===== src/rtl/fibonacci_pkg.sv =====
`default_nettype none
// ============================================================================
// Module      : fibonacci_pkg
// Description : Shared types for the Fibonacci response path. It holds the
//               result interface struct, the response-buffer state encoding
//               and the default response-buffer depth.
// Revision    : 1.0 - initial release
// ============================================================================
package fibonacci_pkg;

   // Default number of results held by fibonacci_rsp_buf
   localparam int RSP_BUF_DEPTH = 4;

   // Result interface produced by the Fibonacci core
   typedef struct packed {
      logic       valid;
      logic [7:0] result;
   } t_output_interface;

   // Occupancy state of the response buffer
   typedef enum logic [1:0] {
      EMPTY   = 2'd0,
      PARTIAL = 2'd1,
      FULL    = 2'd2
   } t_rsp_buf_state;

endpackage : fibonacci_pkg
`default_nettype wire


===== src/rtl/fibonacci_rsp_fifo.sv =====
`default_nettype none
// ============================================================================
// Module      : fibonacci_rsp_fifo
// Description : Circular result store with write/read pointers and an
//               occupancy counter. The head entry and its valid flag are
//               registered, and they are computed from next-state values so
//               that a pop is reflected on the following cycle.
// Ports       : clk, rst (async, active-high)
//               flush_i      - clear pointers and count
//               push_i       - write wdata_i (caller guarantees space)
//               pop_i        - discard head (caller guarantees head_valid_o)
//               wdata_i      - data to write
//               count_o      - occupancy
//               head_valid_o - occupancy != 0
//               head_data_o  - oldest entry, 8'h00 when empty
// Revision    : 1.0 - initial release
// ============================================================================
module fibonacci_rsp_fifo #(
   parameter int DEPTH = 4
) (
   input  logic                     clk,
   input  logic                     rst,
   input  logic                     flush_i,
   input  logic                     push_i,
   input  logic                     pop_i,
   input  logic [7:0]               wdata_i,
   output logic [$clog2(DEPTH):0]   count_o,
   output logic                     head_valid_o,
   output logic [7:0]               head_data_o
);

   localparam int AW = $clog2(DEPTH);

   logic [7:0]    mem_q [DEPTH];
   logic [AW-1:0] wr_ptr_q, wr_ptr_d;
   logic [AW-1:0] rd_ptr_q, rd_ptr_d;
   logic [AW:0]   count_q, count_d;
   logic          head_valid_q, head_valid_d;
   logic [7:0]    head_data_q, head_data_d;

   always_comb begin
      wr_ptr_d     = wr_ptr_q;
      rd_ptr_d     = rd_ptr_q;
      count_d      = count_q;
      head_valid_d = 1'b0;
      head_data_d  = 8'h00;
      if (flush_i) begin
         wr_ptr_d = '0;
         rd_ptr_d = '0;
         count_d  = '0;
      end else begin
         // DEPTH is a power of two, so pointers wrap naturally
         if (push_i) wr_ptr_d = wr_ptr_q + AW'(1);
         if (pop_i)  rd_ptr_d = rd_ptr_q + AW'(1);
         case ({push_i, pop_i})
            2'b10:   count_d = count_q + (AW+1)'(1);
            2'b01:   count_d = count_q - (AW+1)'(1);
            default: count_d = count_q;
         endcase
         if (count_d != '0) begin
            head_valid_d = 1'b1;
            // The slot being written becomes head when the buffer drains to it
            if (push_i && (wr_ptr_q == rd_ptr_d))
               head_data_d = wdata_i;
            else
               head_data_d = mem_q[rd_ptr_d];
         end
      end
   end

   always_ff @(posedge clk or posedge rst) begin
      if (rst) begin
         for (int i = 0; i < DEPTH; i++) mem_q[i] <= 8'h00;
         wr_ptr_q     <= '0;
         rd_ptr_q     <= '0;
         count_q      <= '0;
         head_valid_q <= 1'b0;
         head_data_q  <= 8'h00;
      end else begin
         if (push_i && !flush_i) mem_q[wr_ptr_q] <= wdata_i;
         wr_ptr_q     <= wr_ptr_d;
         rd_ptr_q     <= rd_ptr_d;
         count_q      <= count_d;
         head_valid_q <= head_valid_d;
         head_data_q  <= head_data_d;
      end
   end

   assign count_o      = count_q;
   assign head_valid_o = head_valid_q;
   assign head_data_o  = head_data_q;

endmodule : fibonacci_rsp_fifo
`default_nettype wire


===== src/rtl/fibonacci_rsp_buf.sv =====
`default_nettype none
// ============================================================================
// Module      : fibonacci_rsp_buf
// Description : Response buffer for Fibonacci results. It captures a result
//               on each low->high edge of in_if.valid, queues it in a
//               circular FIFO and presents the oldest entry with a
//               valid/ready handshake. Results that arrive while the buffer
//               is full are dropped and counted.
// Ports       : clk, rst (async, active-high)
//               in_if     - {valid, result[7:0]} from the core
//               flush     - synchronous clear of buffered results
//               out_ready - consumer takes out_data this cycle
//               out_valid / out_data - oldest result (8'h00 when invalid)
//               count, full          - occupancy, count == DEPTH
//               overflow, drop_cnt   - sticky drop flag, saturating counter
//               sum (optional)       - wrapping 12-bit sum of accepted data
// Config      : define FIBONACCI_RSP_BUF_SUM_EN to add the sum output
// Revision    : 1.0 - initial release
// ============================================================================
module fibonacci_rsp_buf
   import fibonacci_pkg::*;
#(
   parameter int DEPTH  = RSP_BUF_DEPTH,
   parameter int DROP_W = 8
) (
   input  logic                     clk,
   input  logic                     rst,
   input  t_output_interface        in_if,
   input  logic                     flush,
   input  logic                     out_ready,
   output logic                     out_valid,
   output logic [7:0]               out_data,
   output logic [$clog2(DEPTH):0]   count,
   output logic                     full,
   output logic                     overflow,
   output logic [DROP_W-1:0]        drop_cnt
`ifdef FIBONACCI_RSP_BUF_SUM_EN
  ,output logic [11:0]              sum
`endif
);

   localparam int CW = $clog2(DEPTH) + 1;
   localparam logic [CW-1:0] c_cnt_one  = CW'(1);
   localparam logic [CW-1:0] c_cnt_last = CW'(DEPTH - 1);

   t_rsp_buf_state  state_q, state_d;
   logic            in_valid_q;
   logic            armed_q;
   logic            cap_valid_q;
   logic [7:0]      cap_data_q;
   logic            overflow_q;
   logic [DROP_W-1:0] drop_cnt_q;

   logic            w_rise;
   logic            w_pop;
   logic            w_push;
   logic            w_drop;
   logic            w_full;
   logic [CW-1:0]   w_count;

   // armed_q blocks a valid that is already high when reset releases from
   // being taken as a rising edge; it needs to see valid low first.
   assign w_rise = in_if.valid & ~in_valid_q & armed_q;
   assign w_pop  = out_valid & out_ready & ~flush;
   assign w_push = cap_valid_q & ~flush & ((state_q != FULL) | w_pop);
   assign w_drop = cap_valid_q & ~flush & (state_q == FULL) & ~w_pop;

   // ---------------- edge detect / capture ----------------
   always_ff @(posedge clk or posedge rst) begin
      if (rst) begin
         in_valid_q  <= 1'b0;
         armed_q     <= 1'b0;
         cap_valid_q <= 1'b0;
         cap_data_q  <= 8'h00;
      end else begin
         in_valid_q  <= in_if.valid;
         armed_q     <= armed_q | ~in_if.valid;
         cap_valid_q <= w_rise & ~flush;
         if (w_rise) cap_data_q <= in_if.result;
      end
   end

   // ---------------- storage ----------------
   fibonacci_rsp_fifo #(
      .DEPTH        (DEPTH)
   ) u_fifo (
      .clk          (clk),
      .rst          (rst),
      .flush_i      (flush),
      .push_i       (w_push),
      .pop_i        (w_pop),
      .wdata_i      (cap_data_q),
      .count_o      (w_count),
      .head_valid_o (out_valid),
      .head_data_o  (out_data)
   );

   // ---------------- FSM: state register ----------------
   always_ff @(posedge clk or posedge rst) begin
      if (rst) state_q <= EMPTY;
      else     state_q <= state_d;
   end

   // ---------------- FSM: next state ----------------
   always_comb begin
      state_d = state_q;
      if (flush) begin
         state_d = EMPTY;
      end else begin
         case (state_q)
            EMPTY:   if (w_push) state_d = PARTIAL;
            PARTIAL: begin
               if (w_push && !w_pop && (w_count == c_cnt_last))
                  state_d = FULL;
               else if (w_pop && !w_push && (w_count == c_cnt_one))
                  state_d = EMPTY;
            end
            FULL:    if (w_pop && !w_push) state_d = PARTIAL;
            default: state_d = EMPTY;
         endcase
      end
   end

   // ---------------- FSM: outputs ----------------
   always_comb begin
      w_full = (state_q == FULL);
   end

   // ---------------- drop accounting (not cleared by flush) ----------------
   always_ff @(posedge clk or posedge rst) begin
      if (rst) begin
         overflow_q <= 1'b0;
         drop_cnt_q <= '0;
      end else if (w_drop) begin
         overflow_q <= 1'b1;
         if (drop_cnt_q != '1) drop_cnt_q <= drop_cnt_q + DROP_W'(1);
      end
   end

`ifdef FIBONACCI_RSP_BUF_SUM_EN
   logic [11:0] sum_q;

   always_ff @(posedge clk or posedge rst) begin
      if (rst)         sum_q <= 12'h000;
      else if (flush)  sum_q <= 12'h000;
      else if (w_push) sum_q <= sum_q + {4'h0, cap_data_q};
   end

   assign sum = sum_q;
`endif

   assign count    = w_count;
   assign full     = w_full;
   assign overflow = overflow_q;
   assign drop_cnt = drop_cnt_q;

endmodule : fibonacci_rsp_buf
`default_nettype wire


===== config.mk =====
export PLATFORM = sky130hd
export DESIGN_NAME = fibonacci_rsp_buf
export DESIGN_NICKNAME = d
export VERILOG_FILES = /design/src/rtl/fibonacci_pkg.sv /design/src/rtl/fibonacci_rsp_fifo.sv /design/src/rtl/fibonacci_rsp_buf.sv
export SDC_FILE = /design/constraint.sdc
export NUM_CORES = 1
export LEC_CHECK = 0
export CAP_MARGIN = 40
export CORE_MARGIN = 1
export CORE_UTILIZATION = 40
export DETAILED_ROUTE_END_ITERATION = 16
export GPL_ROUTABILITY_DRIVEN = 0
export GPL_TIMING_DRIVEN = 0
export HOLD_SLACK_MARGIN = 0.1
export PLACE_DENSITY = 0.57
export SLEW_MARGIN = 20
export SYNTH_ARGS = -nofsm -noshare
export SYNTH_HDL_FRONTEND = slang
export SYNTH_SLANG_ARGS = --single-unit

===== constraint.sdc =====
create_clock -name clk -period 2.9 [get_ports clk]
set_clock_uncertainty 0.15 [all_clocks]
set_input_delay 0.725 -clock clk [delete_from_list [all_inputs] [get_ports clk]]
set_output_delay 0.725 -clock clk [all_outputs]
set_load 0.01 [all_outputs]

==> results of run 1 <==
==> per-layer routing <==
metal,vias to the layer above,part of all wire (%)
met5,-,0
met4,0,0.41
met3,2,3.5
met2,38,48
met1,1248,48
li1,1138,-
==> flip-flops by register name, summed over array words and instances, names as in the netlist <==
| register | flops |
|---|---|
| u_fifo.mem_q | 32 |
| armed_q | 1 |
| drop_cnt | 8 |
| cap_valid_q | 1 |
| in_valid_q | 1 |
| state_q | 2 |
| u_fifo.head_valid_o | 1 |
| cap_data_q | 8 |
| u_fifo.wr_ptr_q | 2 |
| u_fifo.head_data_o | 8 |
| u_fifo.count_o | 3 |
| overflow | 1 |
| u_fifo.rd_ptr_q | 2 |
==> power groups by stage <==
stage | sequential [uW] | clock [uW] | combinational [uW]
after floorplan | 1200 | 0 | 376
after global placement | 1200 | 0 | 574
after detailed placement | 1210 | 0 | 586
after CTS | 1190 | 709 | 588
after global routing | 1200 | 742 | 644
final | 1190 | 679 | 588
==> metrics by stage <==
stage | setup WS [ns] | std cells | util, % | total power, uW | instance area [sq um]
global route | 0.06151 | 436 | 50.06 | 2591 | 4175
finish | 0.1483 | 436 | 50.06 | 2453 | 4175
floorplan | 0.2568 | 279 | - | 1575 | 3498
global placement | -1.033 | 418 | 47.60 | 1776 | 3970
CTS | 0.08467 | 434 | 49.84 | 2483 | 4156
detailed placement | -0.2857 | 419 | 47.87 | 1791 | 3993
==> area by class of cell <==
type | instances | area (sq um) | area share, %
Buffer | 11 | 61.31 | 1.468
Tap cell | 105 | 131.4 | 3.147
Inverter | 8 | 32.53 | 0.7791
Sequential cell | 70 | 1752 | 41.95
Timing Repair Buffer | 37 | 375.4 | 8.990
Clock buffer | 10 | 127.6 | 3.057
Multi-Input combinational cell | 190 | 1659 | 39.74
Clock inverter | 5 | 36.28 | 0.8690
==> synth_stat cells, types with 2 or more instances <==
| library cell | n | area [sq um] |
|---|---|---|
| nand3b_1 | 3 | 22.52 |
| inv_1 | 7 | 26.28 |
| nor3_1 | 4 | 20.02 |
| nand2_1 | 20 | 75.07 |
| o21a_1 | 2 | 15.01 |
| nor2_1 | 13 | 48.80 |
| o2111ai_1 | 7 | 61.31 |
| a221oi_1 | 15 | 131.4 |
| ha_1 | 9 | 112.6 |
| and2_1 | 2 | 12.51 |
| mux2i_1 | 2 | 20.02 |
| clkbuf_1 | 4 | 15.01 |
| o21ai_0 | 2 | 10.01 |
| xor2_1 | 3 | 26.28 |
| nand4_1 | 3 | 18.77 |
| mux2_2 | 49 | 551.8 |
| buf_2 | 4 | 20.02 |
| buf_6 | 2 | 22.52 |
| o211a_1 | 7 | 70.07 |
| nand3_1 | 2 | 10.01 |
| nand2b_1 | 3 | 18.77 |
| a21oi_1 | 3 | 15.01 |
| nor3b_1 | 2 | 15.01 |
| xnor2_1 | 9 | 78.83 |
| dfrtp_1 | 70 | 1752 |
| and3_1 | 4 | 25.02 |
==> logic make-up (layout without fill, tap and decap cells) <==
family | after synthesis | in the layout | synth area share (%)
DFF | 70 | 70 | 50.07
and+or+nand+nor | 66 | 66 | 10.05
AOI/OAI and AO/OA | 51 | 51 | 14.24
muxes | 51 | 51 | 16.34
buffers and inverters | 19 | 71 | 2.611
xor gates and xnor gates | 13 | 13 | 3.470
adders and majority gates | 9 | 9 | 3.219
==> what timing repair did <==
item / CTS / global route
gates resized for setup: 0 / 1
setup buffers: 0 / 2
hold buffers: 0 / 0
setup endpoints to repair: 0 / 8
==> final timing paths <==
path | endpoint | slack (ns) | cells after the start
max | u_fifo.head_data_o[5] | 0.15 | 7
min | overflow | 0.32 | 1
min reg2reg | overflow | 0.32 | 1
max reg2reg | u_fifo.head_data_o[5] | 0.56 | 6
max in group asynchronous | cap_data_q[0] | 1.49 | 3
min in group asynchronous | drop_cnt[0] | 0.56 | 2
==> placed cells by master, fill, tap and decap left out, types with 2 or more instances in the layout <==
| master | n |
|---|---|
| a21oi_1 | 3 |
| a221oi_1 | 15 |
| and2_1 | 2 |
| and3_1 | 4 |
| buf_2 | 4 |
| buf_4 | 2 |
| buf_6 | 2 |
| clkbuf_1 | 5 |
| clkbuf_8 | 9 |
| clkdlybuf4s50_1 | 34 |
| clkinvlp_4 | 3 |
| dfrtp_1 | 70 |
| ha_1 | 9 |
| inv_1 | 6 |
| mux2_2 | 49 |
| nand2_1 | 20 |
| nand2b_1 | 3 |
| nand3_1 | 2 |
| nand3b_1 | 3 |
| nand4_1 | 3 |
| nor2_1 | 13 |
| nor3_1 | 4 |
| nor3b_1 | 2 |
| o2111ai_1 | 7 |
| o211a_1 | 7 |
| o21a_1 | 2 |
| o21ai_0 | 2 |
| xnor2_1 | 9 |
| xor2_1 | 3 |
==> worst max-delay path, cell delays in order <==
cell and delay [ns]:
clkdlybuf4s50_1 0.51, or4b_1 0.61, a2111oi_4 0.27, a41oi_4 0.14, and2_4 0.23, buf_6 0.13, o211a_1 0.22
==> flow_summary.yaml, run 1 <==
timing:
  drv_slew: 0
  worstMarginPinSlew_ns: 0.6342
  slew_headroom_pct: 57.59
  hold_viol: 0
  period_needed_ns: 2.752
  finalCritPeriodShare_pct: 94.88
  rsz0062_at_grt: "no"
  finalSetupViolCount: 0
  fmax_ghz: 0.3634
  finalSetupTns_ns: 0
  hold_slack_ns: 0.3198
cells_and_area:
  n_fill_cell: 771
  diodes: 0
  syn_to_final_growth_pct: 19.35
  nets: 349
  drive_above_1_share_pct: 25.68
critical_path:
  worstPathMaxFanout: 10
  critical_path.startpoint: "flush"
  crit_path_start_kind: "input port"
  endpoint_kind: "register"
  r2r_start: "u_fifo.rd_ptr_q[0]"
  cp.required_ns: 2.98
  cp.arrival_ns: 2.83
  critPathKind: "in2reg"
global_routing:
  grt_usage_pct: 18.31
  grt_start_max_net_pins: 42
  grtUsageMet3_pct: 4.785
  grt_pass1_vias: 2341
  grt_remaining_overflow: 0
  gr-max-usage-layer: "met2"
  grt_pass1_wl_microns: 12360
  use_met1_pct: 25.46
  grt_use_met2_pct: 28.21
  antenna_found_initial: 0
logic_synthesis:
  synth_ff_type: "dfrtp_1"
  ys_ff_latch: 70
  synth_seq_area_share_pct: 50.07
  synth_edf_count: 0
  syn_inst: 279
  syn_area_sq_mm: 0.003498
  syn-mean-instance-area_sq_um: 12.54
  syn-num-nets: 301
  synthDistinctLibCells: 54
  synth-warning-count: 0
  async_flop_share_pct: 100.0
run:
  drv.max_cap_violation_count: 0
floorplanning:
  design.die.area_sq_mm: 0.009124
  die_width_microns: 95.52
  core_area_sq_mm: 0.008341
  start_util_pct: 41.94
  num_rows: 33
  ios: 35
  die_h_microns: 95.52
outcome:
  status: "finished clean"
power_and_ir_drop:
  p_int_uw: 1707
  swShare_pct: 30.40
  power_density_mw_per_mm2: 587.4
  p_comb_share_pct: 24.0
  p_clk_share_pct: 27.7
  p_sw_uw: 745.5
  leakagePower_uw: 0.001894
  pwr-share-seq_pct: 48.3
  ir_drop_uv: 264.1
min_path:
  min-delay-start: "overflow"
  hold_path_class: "reg2reg"
clock_tree:
  clk_pin_slew_worst_paths_ns: 0.08
  htreeDepth: 3
  clk_latency_ns: 0.34
  cts.sinks: 70
  cts_buffer_depth: 2
  cts_tree: "yes"
  cts_buffers: 9
  root_buffer: "clkbuf_8"
detailed_routing:
  drt_wl_total_microns: 7543
  ant_nets: 0
  wl_per_cell_microns: 17.30
  post-route-drc-count: 0
  num_vias: 2426
  dr.pass1.iters: 4
  drtIter0Drc: 106
  viasPerCell: 5.564
placed_design:
  port_buffers: 34
  dp_hpwl_microns: 4945
No activity file was read; power rests on OpenSTA's default activity.
==> run 2: changes to the inputs <==
--- a/config.mk
+++ b/config.mk
@@ -13,6 +13,7 @@
 export GPL_TIMING_DRIVEN = 0
 export HOLD_SLACK_MARGIN = 0.1
 export PLACE_DENSITY = 0.57
+export SETUP_SLACK_MARGIN = 0.05
 export SLEW_MARGIN = 20
 export SYNTH_ARGS = -nofsm -noshare
 export SYNTH_HDL_FRONTEND = slang
==> results of run 2 <==
Final layout, timing and power as in run 1 (identical DEF).
